[config.mk]
export PLATFORM = sky130hd
export DESIGN_NAME = ball_motion
export DESIGN_NICKNAME = d
export VERILOG_FILES = /design/src/rtl/ball_motion.sv
export SDC_FILE = /design/constraint.sdc
export NUM_CORES = 1
export LEC_CHECK = 0
export CAP_MARGIN = 5
export CORE_MARGIN = 1
export CORE_UTILIZATION = 50
export CTS_CLUSTER_DIAMETER = 80
export DETAILED_ROUTE_END_ITERATION = 10
export PLACE_DENSITY_LB_ADDON = 0.25
export RECOVER_POWER = 50
export SYNTH_ARGS = -nofsm -noshare
export SYNTH_HDL_FRONTEND = slang
export SYNTH_SLANG_ARGS = --single-unit
[constraint.sdc]
create_clock -name clk -period 2.2 [get_ports clk]
set_input_delay 0.22 -clock clk [delete_from_list [all_inputs] [get_ports clk]]
set_output_delay 0.22 -clock clk [all_outputs]
set_load 0.005 [all_outputs]
[src/rtl/ball_motion.sv]
// ball_motion: ball position/direction controller for the Pong datapath.
// Moves the ball once per tick, reflects it off collision flags and the
// top/bottom walls, and runs an IDLE -> SERVE -> PLAY -> MISS rally FSM.
// Ports:
//   clk, rst                   clock, synchronous active-high reset
//   tick                       one-cycle update strobe
//   coll_x1/x2, coll_y1/y2     collision flags (*1 forces +, *2 forces -)
//   speed_x, speed_y           per-axis step per tick
//   serve_req, serve_dir       serve request and initial X direction
//   ball_x, ball_y             registered ball position
//   dir_x, dir_y               registered direction (1 = decreasing)
//   in_play                    high while in PLAY
//   miss_left, miss_right      one-cycle miss pulses
module ball_motion #(
    parameter int X_W         = 10,
    parameter int Y_W         = 9,
    parameter int SPD_W       = 3,
    parameter int X_MIN       = 0,
    parameter int X_MAX       = 639,
    parameter int Y_MIN       = 0,
    parameter int Y_MAX       = 479,
    parameter int SERVE_X     = 320,
    parameter int SERVE_Y     = 240,
    parameter int SERVE_DELAY = 60
) (
    input  logic             clk,
    input  logic             rst,
    input  logic             tick,
    input  logic             coll_x1,
    input  logic             coll_x2,
    input  logic             coll_y1,
    input  logic             coll_y2,
    input  logic [SPD_W-1:0] speed_x,
    input  logic [SPD_W-1:0] speed_y,
    input  logic             serve_req,
    input  logic             serve_dir,
    output logic [X_W-1:0]   ball_x,
    output logic [Y_W-1:0]   ball_y,
    output logic             dir_x,
    output logic             dir_y,
    output logic             in_play,
    output logic             miss_left,
    output logic             miss_right
);

    localparam logic [1:0] IDLE  = 2'd0;
    localparam logic [1:0] SERVE = 2'd1;
    localparam logic [1:0] PLAY  = 2'd2;
    localparam logic [1:0] MISS  = 2'd3;

    localparam logic [X_W:0]   xMinE      = X_MIN[X_W:0];
    localparam logic [X_W:0]   xMaxE      = X_MAX[X_W:0];
    localparam logic [Y_W:0]   yMinE      = Y_MIN[Y_W:0];
    localparam logic [Y_W:0]   yMaxE      = Y_MAX[Y_W:0];
    localparam logic [X_W-1:0] serveX     = SERVE_X[X_W-1:0];
    localparam logic [Y_W-1:0] serveY     = SERVE_Y[Y_W-1:0];
    localparam logic [7:0]     serveDelay = SERVE_DELAY[7:0];

    logic [1:0]     state, stateNext;
    logic [X_W-1:0] posX, posXNext;
    logic [Y_W-1:0] posY, posYNext;
    logic           dirX, dirXNext;
    logic           dirY, dirYNext;
    logic [7:0]     cnt, cntNext;
    logic           missRight, missRightNext;

    // One extra bit on every comparison so sums and differences never wrap.
    logic [X_W:0] spdX, posXE, xSum, xDiff, xLow;
    logic [Y_W:0] spdY, posYE, ySum, yDiff, yLow;

    assign spdX  = {{(X_W + 1 - SPD_W){1'b0}}, speed_x};
    assign spdY  = {{(Y_W + 1 - SPD_W){1'b0}}, speed_y};
    assign posXE = {1'b0, posX};
    assign posYE = {1'b0, posY};
    assign xSum  = posXE + spdX;
    assign xDiff = posXE - spdX;
    assign xLow  = xMinE + spdX;
    assign ySum  = posYE + spdY;
    assign yDiff = posYE - spdY;
    assign yLow  = yMinE + spdY;

    always_comb begin
        logic ndx;
        logic ndy;
        logic missHit;
        ndx           = dirX;
        ndy           = dirY;
        missHit       = 1'b0;
        stateNext     = state;
        posXNext      = posX;
        posYNext      = posY;
        dirXNext      = dirX;
        dirYNext      = dirY;
        cntNext       = cnt;
        missRightNext = missRight;

        case (state)
            IDLE: begin
                posXNext = serveX;
                posYNext = serveY;
                if (serve_req) begin
                    stateNext = SERVE;
                    dirXNext  = serve_dir;
                    dirYNext  = 1'b0;
                    cntNext   = serveDelay;
                end
            end
            SERVE: begin
                if (tick) begin
                    cntNext = cnt - 8'd1;
                    if (cnt == 8'd1) begin
                        stateNext = PLAY;
                    end
                end
            end
            PLAY: begin
                if (tick) begin
                    // X axis: both flags at once pins the axis.
                    if (!(coll_x1 && coll_x2)) begin
                        ndx      = coll_x2 ? 1'b1 : (coll_x1 ? 1'b0 : dirX);
                        dirXNext = ndx;
                        if (ndx) begin
                            if (posXE < xLow) begin
                                posXNext      = xMinE[X_W-1:0];
                                missHit       = 1'b1;
                                missRightNext = 1'b0;
                            end else begin
                                posXNext = xDiff[X_W-1:0];
                            end
                        end else begin
                            if (xSum > xMaxE) begin
                                posXNext      = xMaxE[X_W-1:0];
                                missHit       = 1'b1;
                                missRightNext = 1'b1;
                            end else begin
                                posXNext = xSum[X_W-1:0];
                            end
                        end
                    end
                    // Y axis: a nonzero step that reaches a wall lands on it and
                    // bounces, so the ball never sits on the wall heading outward.
                    if (!(coll_y1 && coll_y2)) begin
                        ndy      = coll_y2 ? 1'b1 : (coll_y1 ? 1'b0 : dirY);
                        dirYNext = ndy;
                        if (ndy) begin
                            if (spdY != '0 && posYE <= yLow) begin
                                posYNext = yMinE[Y_W-1:0];
                                dirYNext = 1'b0;
                            end else begin
                                posYNext = yDiff[Y_W-1:0];
                            end
                        end else begin
                            if (spdY != '0 && ySum >= yMaxE) begin
                                posYNext = yMaxE[Y_W-1:0];
                                dirYNext = 1'b1;
                            end else begin
                                posYNext = ySum[Y_W-1:0];
                            end
                        end
                    end
                    if (missHit) begin
                        stateNext = MISS;
                    end
                end
            end
            default: begin
                // MISS: single report cycle, then park at the serve spot.
                stateNext = IDLE;
                posXNext  = serveX;
                posYNext  = serveY;
                dirYNext  = 1'b0;
            end
        endcase
    end

    always_ff @(posedge clk) begin
        if (rst) begin
            state     <= IDLE;
            posX      <= serveX;
            posY      <= serveY;
            dirX      <= 1'b0;
            dirY      <= 1'b0;
            cnt       <= 8'd0;
            missRight <= 1'b0;
        end else begin
            state     <= stateNext;
            posX      <= posXNext;
            posY      <= posYNext;
            dirX      <= dirXNext;
            dirY      <= dirYNext;
            cnt       <= cntNext;
            missRight <= missRightNext;
        end
    end

    assign ball_x     = posX;
    assign ball_y     = posY;
    assign dir_x      = dirX;
    assign dir_y      = dirY;
    assign in_play    = (state == PLAY);
    assign miss_left  = (state == MISS) && !missRight;
    assign miss_right = (state == MISS) && missRight;

endmodule

==> Yosys cells after proc, flatten, opt, wreduce, memory -nomap -nowiden <==
Cells that the tools add are included.
{ "op_classes": {"n_addsub": 5, "n_lt_le_gt_ge": 4, "eq_ne": 12, "n_mux": 45, "n_bitwise": 2, "reduce_logical": 19} }
{ "ops": {"columns": ["cell", "count"], "rows": [
  ["2-to-1 mux 10 bit", 5],
  ["2-to-1 mux 9 bit", 5],
  ["2-to-1 mux 1 bit", 22],
  ["one-hot mux 10 bit (2 select lines)", 1],
  ["one-hot mux 9 bit (2 select lines)", 1],
  ["2-to-1 mux 8 bit", 2],
  ["one-hot mux 8 bit (2 select lines)", 1],
  ["!= test 2 bit (second input constant)", 6],
  ["adder 10 x 3 -> 11 bit", 1],
  ["> comparator 11 x 10 -> 1 bit (second input constant)", 1],
  ["adder 9 x 3 -> 10 bit", 1],
  ["greater-or-equal comparator 10 x 9 -> 1 bit (second input constant)", 1],
  ["less-than comparator 10 x 3 -> 1 bit", 1],
  ["2-to-1 mux 2 bit", 5],
  ["AND reduction 5 bit", 2],
  ["nonzero test 10 bit", 1],
  ["subtractor 10 x 3 -> 10 bit", 1],
  ["<= comparator 9 x 3 -> 1 bit", 1],
  ["AND reduction 3 bit", 3],
  ["subtractor 9 x 3 -> 9 bit", 1],
  ["== test 8 x 1 -> 1 bit (second input constant)", 1],
  ["AND reduction 4 bit", 2],
  ["subtractor 8 x 1 -> 8 bit (second input constant)", 1],
  ["logical AND 1 bit", 6],
  ["10 further kinds", 15]
]} }
{ "totals": {"register_bits": 32, "output_inout_bits": 24, "wordCells": 94} }

==> Logic depth before layout (Yosys ltp) <==
{ "logic_depth": {"word_depth": 10, "depth_mapped": 10, "ltp_nobuf": 10} }

==> Worst setup path before layout <==
Ideal clock, no wire load.
{ "synth_path": {"path_kind": "reg-to-reg", "startpoint": "register posY[0], in the netlist ball_y[0]", "endpoint": "register posY[6], in the netlist ball_y[6]", "setup_ns": 0.122, "arrival_time_ns": 2.369, "required_time_ns": 2.078, "path_slack_ns": -0.291, "stages_incl_launch_ff": 10, "n_path_buf": 0, "path_cell_list": "dfxtp_1 ha_1 inv_1 fa_1 o21bai_1 nor2_1 a2111o_1 nand4_1 o311ai_2 o32a_1"} }
{ "synth_between": {"elab_chain_cells": 8} }
{ "synth_lines": {"columns": ["element", "line_no", "text"], "rows": [
  ["start: declaration", "61", "logic [Y_W-1:0] posY, posYNext;"],
  ["start signal: assignment", "180", "posY <= serveY;"],
  ["start signal: assignment", "188", "posY <= posYNext;"],
  ["adder 9 x 3 -> 10 bit", "78", "assign ySum = posYE + spdY;"],
  ["greater-or-equal comparator 10 x 9 -> 1 bit", "153", "if (spdY != '0 && ySum >= yMaxE) begin"],
  ["logical AND 1 bit", "153", null],
  ["2-to-1 mux 9 bit", "153", null],
  ["2-to-1 mux 9 bit (*)", "145", "if (ndy) begin"],
  ["2-to-1 mux 9 bit (*)", "142", "if (!(coll_y1 && coll_y2)) begin"],
  ["2-to-1 mux 9 bit (*)", "117", "if (tick) begin"],
  ["one-hot mux 9 bit (2 select lines) (*)", "97", "case (state)"]
]} }
Every way passes the cells marked *; elsewhere a longest branch is shown, timed or not. The select of a mux whose other input is x is not followed.
A chain may end at the register's enable or synchronous reset.

==> Worst setup path after layout <==
{ "layout_path": {"startpoint": "register posY[0], in the netlist ball_y[0]", "endpoint": "register posY[8], in the netlist ball_y[8]"} }
The elaborated chain is that of the path after synthesis.

==> out/results.txt <==
HPWL Detailed = 6.79 mm
setup TNS = -2.46 ns
initial antenna violation count = 0
core area = 5640 um2
worst-path fanout max = 5
DRT Wirelength = 10.4 mm
metal3 WL = 620 um
fin util = 83.1%
#FFs+latches synth = 32
total vias in the final route = 3668
Syn Area/Cell = 7.66 um2
vias in the first global route = 3344
Syn-to-layout area delta = 56.1%
clock root buffer = clkbuf_8
VDD IR-drop max = 0.649 mV
CTS max path bufs = 2
Crit path max-delay family = compound AO/OA/AOI/OAI gates
nature of the critical path startpoint = flip-flop
Final #Nets = 554
Post-Syn Area = 3000 um2
final hold slack = 0.511 ns
clk_lat worst skew = 0.30 ns
clk sink count = 32
CP dominant cell by count = o211ai_1
Tot GR Track Use = 31.2%
worst hold path class = reg2reg
crit-path max cell delay = 0.43 ns
Period Utilization, post-route = 112%
hold_buf cts = 0
CTS buffer count = 5
WP data arrival = 2.65 ns
share of layout cells above drive strength 1 = 36.5%
cells after synthesis = 392
Worst path slowest cell = fa_2
relative slew slack = 54.8%
slew at the pin with the worst max-slew slack = 0.677 ns
CTS tree = built
outcome = complete, but fails checks
max-slew violations = 0
first-pass GRT wire length = 15.5 mm
Crit. End Element = flip-flop
FMAX = 407 MHz
minimum clock period = 2.46 ns
I/O pin cnt = 39
LEAKAGE = 1.91 nW
initial DRC count = 342
Seq/Total Area, Yosys = 21.3%
I/O Buffers = 38
crit path kind = reg2reg
CTS clk-pin slew, worst paths = 0.08 ns
# rows = 27
Final Setup Violations = 21
Antenna Violating Nets Remaining = 0
pin count of the biggest net entering global routing = 21
Starting Density = 53.2%
Avg WL per Cell = 17.7 um
Die H = 79.5 um
GRT overflow = 0
max-cap viol count = 0
most common cell after layout, fill and taps aside = buf_4
Die X = 79.5 um
unrepaired setup endpoints after global routing = true
Top Layer Used = met4
ys async rst share = 0%
Synth Flop Type = dfxtp_1
gpl congestion = 0.895
slack of the critical path = -0.255 ns
failing checks = negative setup slack
commonest non-fill, non-tap cells in the layout = buf_4 (92), nor2_1 (36), clkdlybuf4s50_1 (30)
Post-synth EDFFs = 0
cell chain of the critical path = ha_4 > inv_2 > fa_2 > o21ba_4 > o211ai_1 > o211ai_1 > nand4_1 > o311ai_4 > a221o_1
Via density = 6.22
clk_skew = 0.00496 ns
Hold Vio Cnt, Final = 0
met2 WL post-DR = 5.31 mm
pwr dens = 680 nW/um2
Netlist cell types = 73
YS warnings = 0
WP buf/inv = 1
DRC violations left = 0
Worst Path Required = 2.39 ns
Initial DRT Pass Iterations = 5
diode count = 0
wire length on met1 = 4.17 mm
CTS H-Tree Depth = 2
Mapped Nets = 429
DIE AREA = 6320 um2
[path summary, 6_finish.rpt]
kind	start	endpoint	slack [ns]	cells past startpoint
max	ball_y[0]$_SDFFE_PP0P_	ball_y[8]$_SDFFE_PP0P_	-0.26	9
min	ball_x[1]$_SDFFE_PP0P_	ball_x[1]$_SDFFE_PP0P_	0.51	2
max reg2reg	ball_y[0]$_SDFFE_PP0P_	ball_y[8]$_SDFFE_PP0P_	-0.26	9
min reg2reg	ball_x[1]$_SDFFE_PP0P_	ball_x[1]$_SDFFE_PP0P_	0.51	2
[per-layer routing]
| layer | GRT usage, % | vias up |
|---|---|---|
| met5 | 0 | - |
| met1 | 37.0 | 1772 |
| li1 | - | 1694 |
| met3 | 3.77 | 35 |
| met2 | 55.6 | 167 |
| met4 | 14.2 | 0 |
[through the flow]
step	power, mW	cells	setup WS (ns)	cell area [um2]
3_3_place_gp	2.26	567	-0.536	4080
5_1_grt	3.39	590	-0.333	4690
2_1_floorplan	1.72	392	0.000701	3070
4_1_cts	3.05	583	-0.198	4490
6_report	3.19	590	-0.255	4690
3_5_place_dp	2.32	567	-0.643	4080
[cell usage after synthesis (all sizes together), types with 3 or more instances]
library cell | n | area share [%]
a211o | 8 | 2.3
a211oi | 7 | 1.9
a21o | 4 | 1.0
a21oi | 20 | 3.3
a221o | 4 | 1.3
a31oi | 7 | 1.5
buf | 9 | 1.9
clkbuf | 12 | 1.5
dfxtp | 32 | 21
fa | 4 | 2.7
ha | 18 | 7.5
inv | 27 | 3.4
mux2i | 5 | 1.7
nand2 | 26 | 3.2
nand2b | 8 | 1.7
nand3 | 7 | 1.2
nand4 | 3 | 0.63
nor2 | 41 | 5.1
nor2b | 14 | 3.2
nor3 | 18 | 3.2
nor3b | 3 | 0.75
nor4 | 6 | 1.7
o211ai | 7 | 1.7
o21ai | 27 | 5.0
o31ai | 7 | 1.7
or2 | 4 | 0.83
or3 | 6 | 1.3
xnor2 | 12 | 3.5
[final cells by class]
type,instances,area (um2)
repair buffers,138,1160
clock inverters,2,12.5
inverters,27,104
fillers,337,953
clock buffers,6,93.8
well taps,72,90.1
flip-flops and latches,32,653
multi-input cells,313,2580
[worst reg2reg max path, stage by stage, from the launching register on]
cell	delay (ns)
dfxtp_4	0.36
ha_4	0.13
inv_2	0.04
fa_2	0.43
o21ba_4	0.26
o211ai_1	0.21
o211ai_1	0.13
nand4_1	0.22
o311ai_4	0.20
a221o_1	0.39
[where the power goes]
group / internal, mW / total [mW] / switching [mW]
sequential: 0.682 / 0.820 / 0.138
combinational: 0.902 / 1.83 / 0.928
clock: 0.289 / 0.541 / 0.251
total: 1.87 / 3.19 / 1.32
[kinds of logic (layout without fill, tap and decap cells)]
kind of cell / Yosys count / count (layout) / share of synthesized area [%]
compound gates: 124 / 125 / 30.3
xor+xnor: 14 / 14 / 4.08
fa+ha+maj: 22 / 22 / 10.2
simple gates: 147 / 147 / 25.7
flops: 32 / 32 / 21.3
mux: 5 / 5 / 1.67
buf+inv: 48 / 173 / 6.79
[sequential cells by signal, summed over array words and instances (netlist names)]
register,count
ball_x,10
ball_y,9
cnt,8
state,2
dir_x,1
dir_y,1
missRight,1
[timing repair]
| item | CTS | global route |
|---|---|---|
| cloned | 1 | 0 |
| setup buffers | 7 | 7 |
| endpoints found under the setup margin | 24 | 27 |
| pin swaps | 22 | 31 |
| hold endpoints to repair | 0 | 0 |
| gates resized for setup | 58 | 39 |
(Power assumes the default switching activity.)
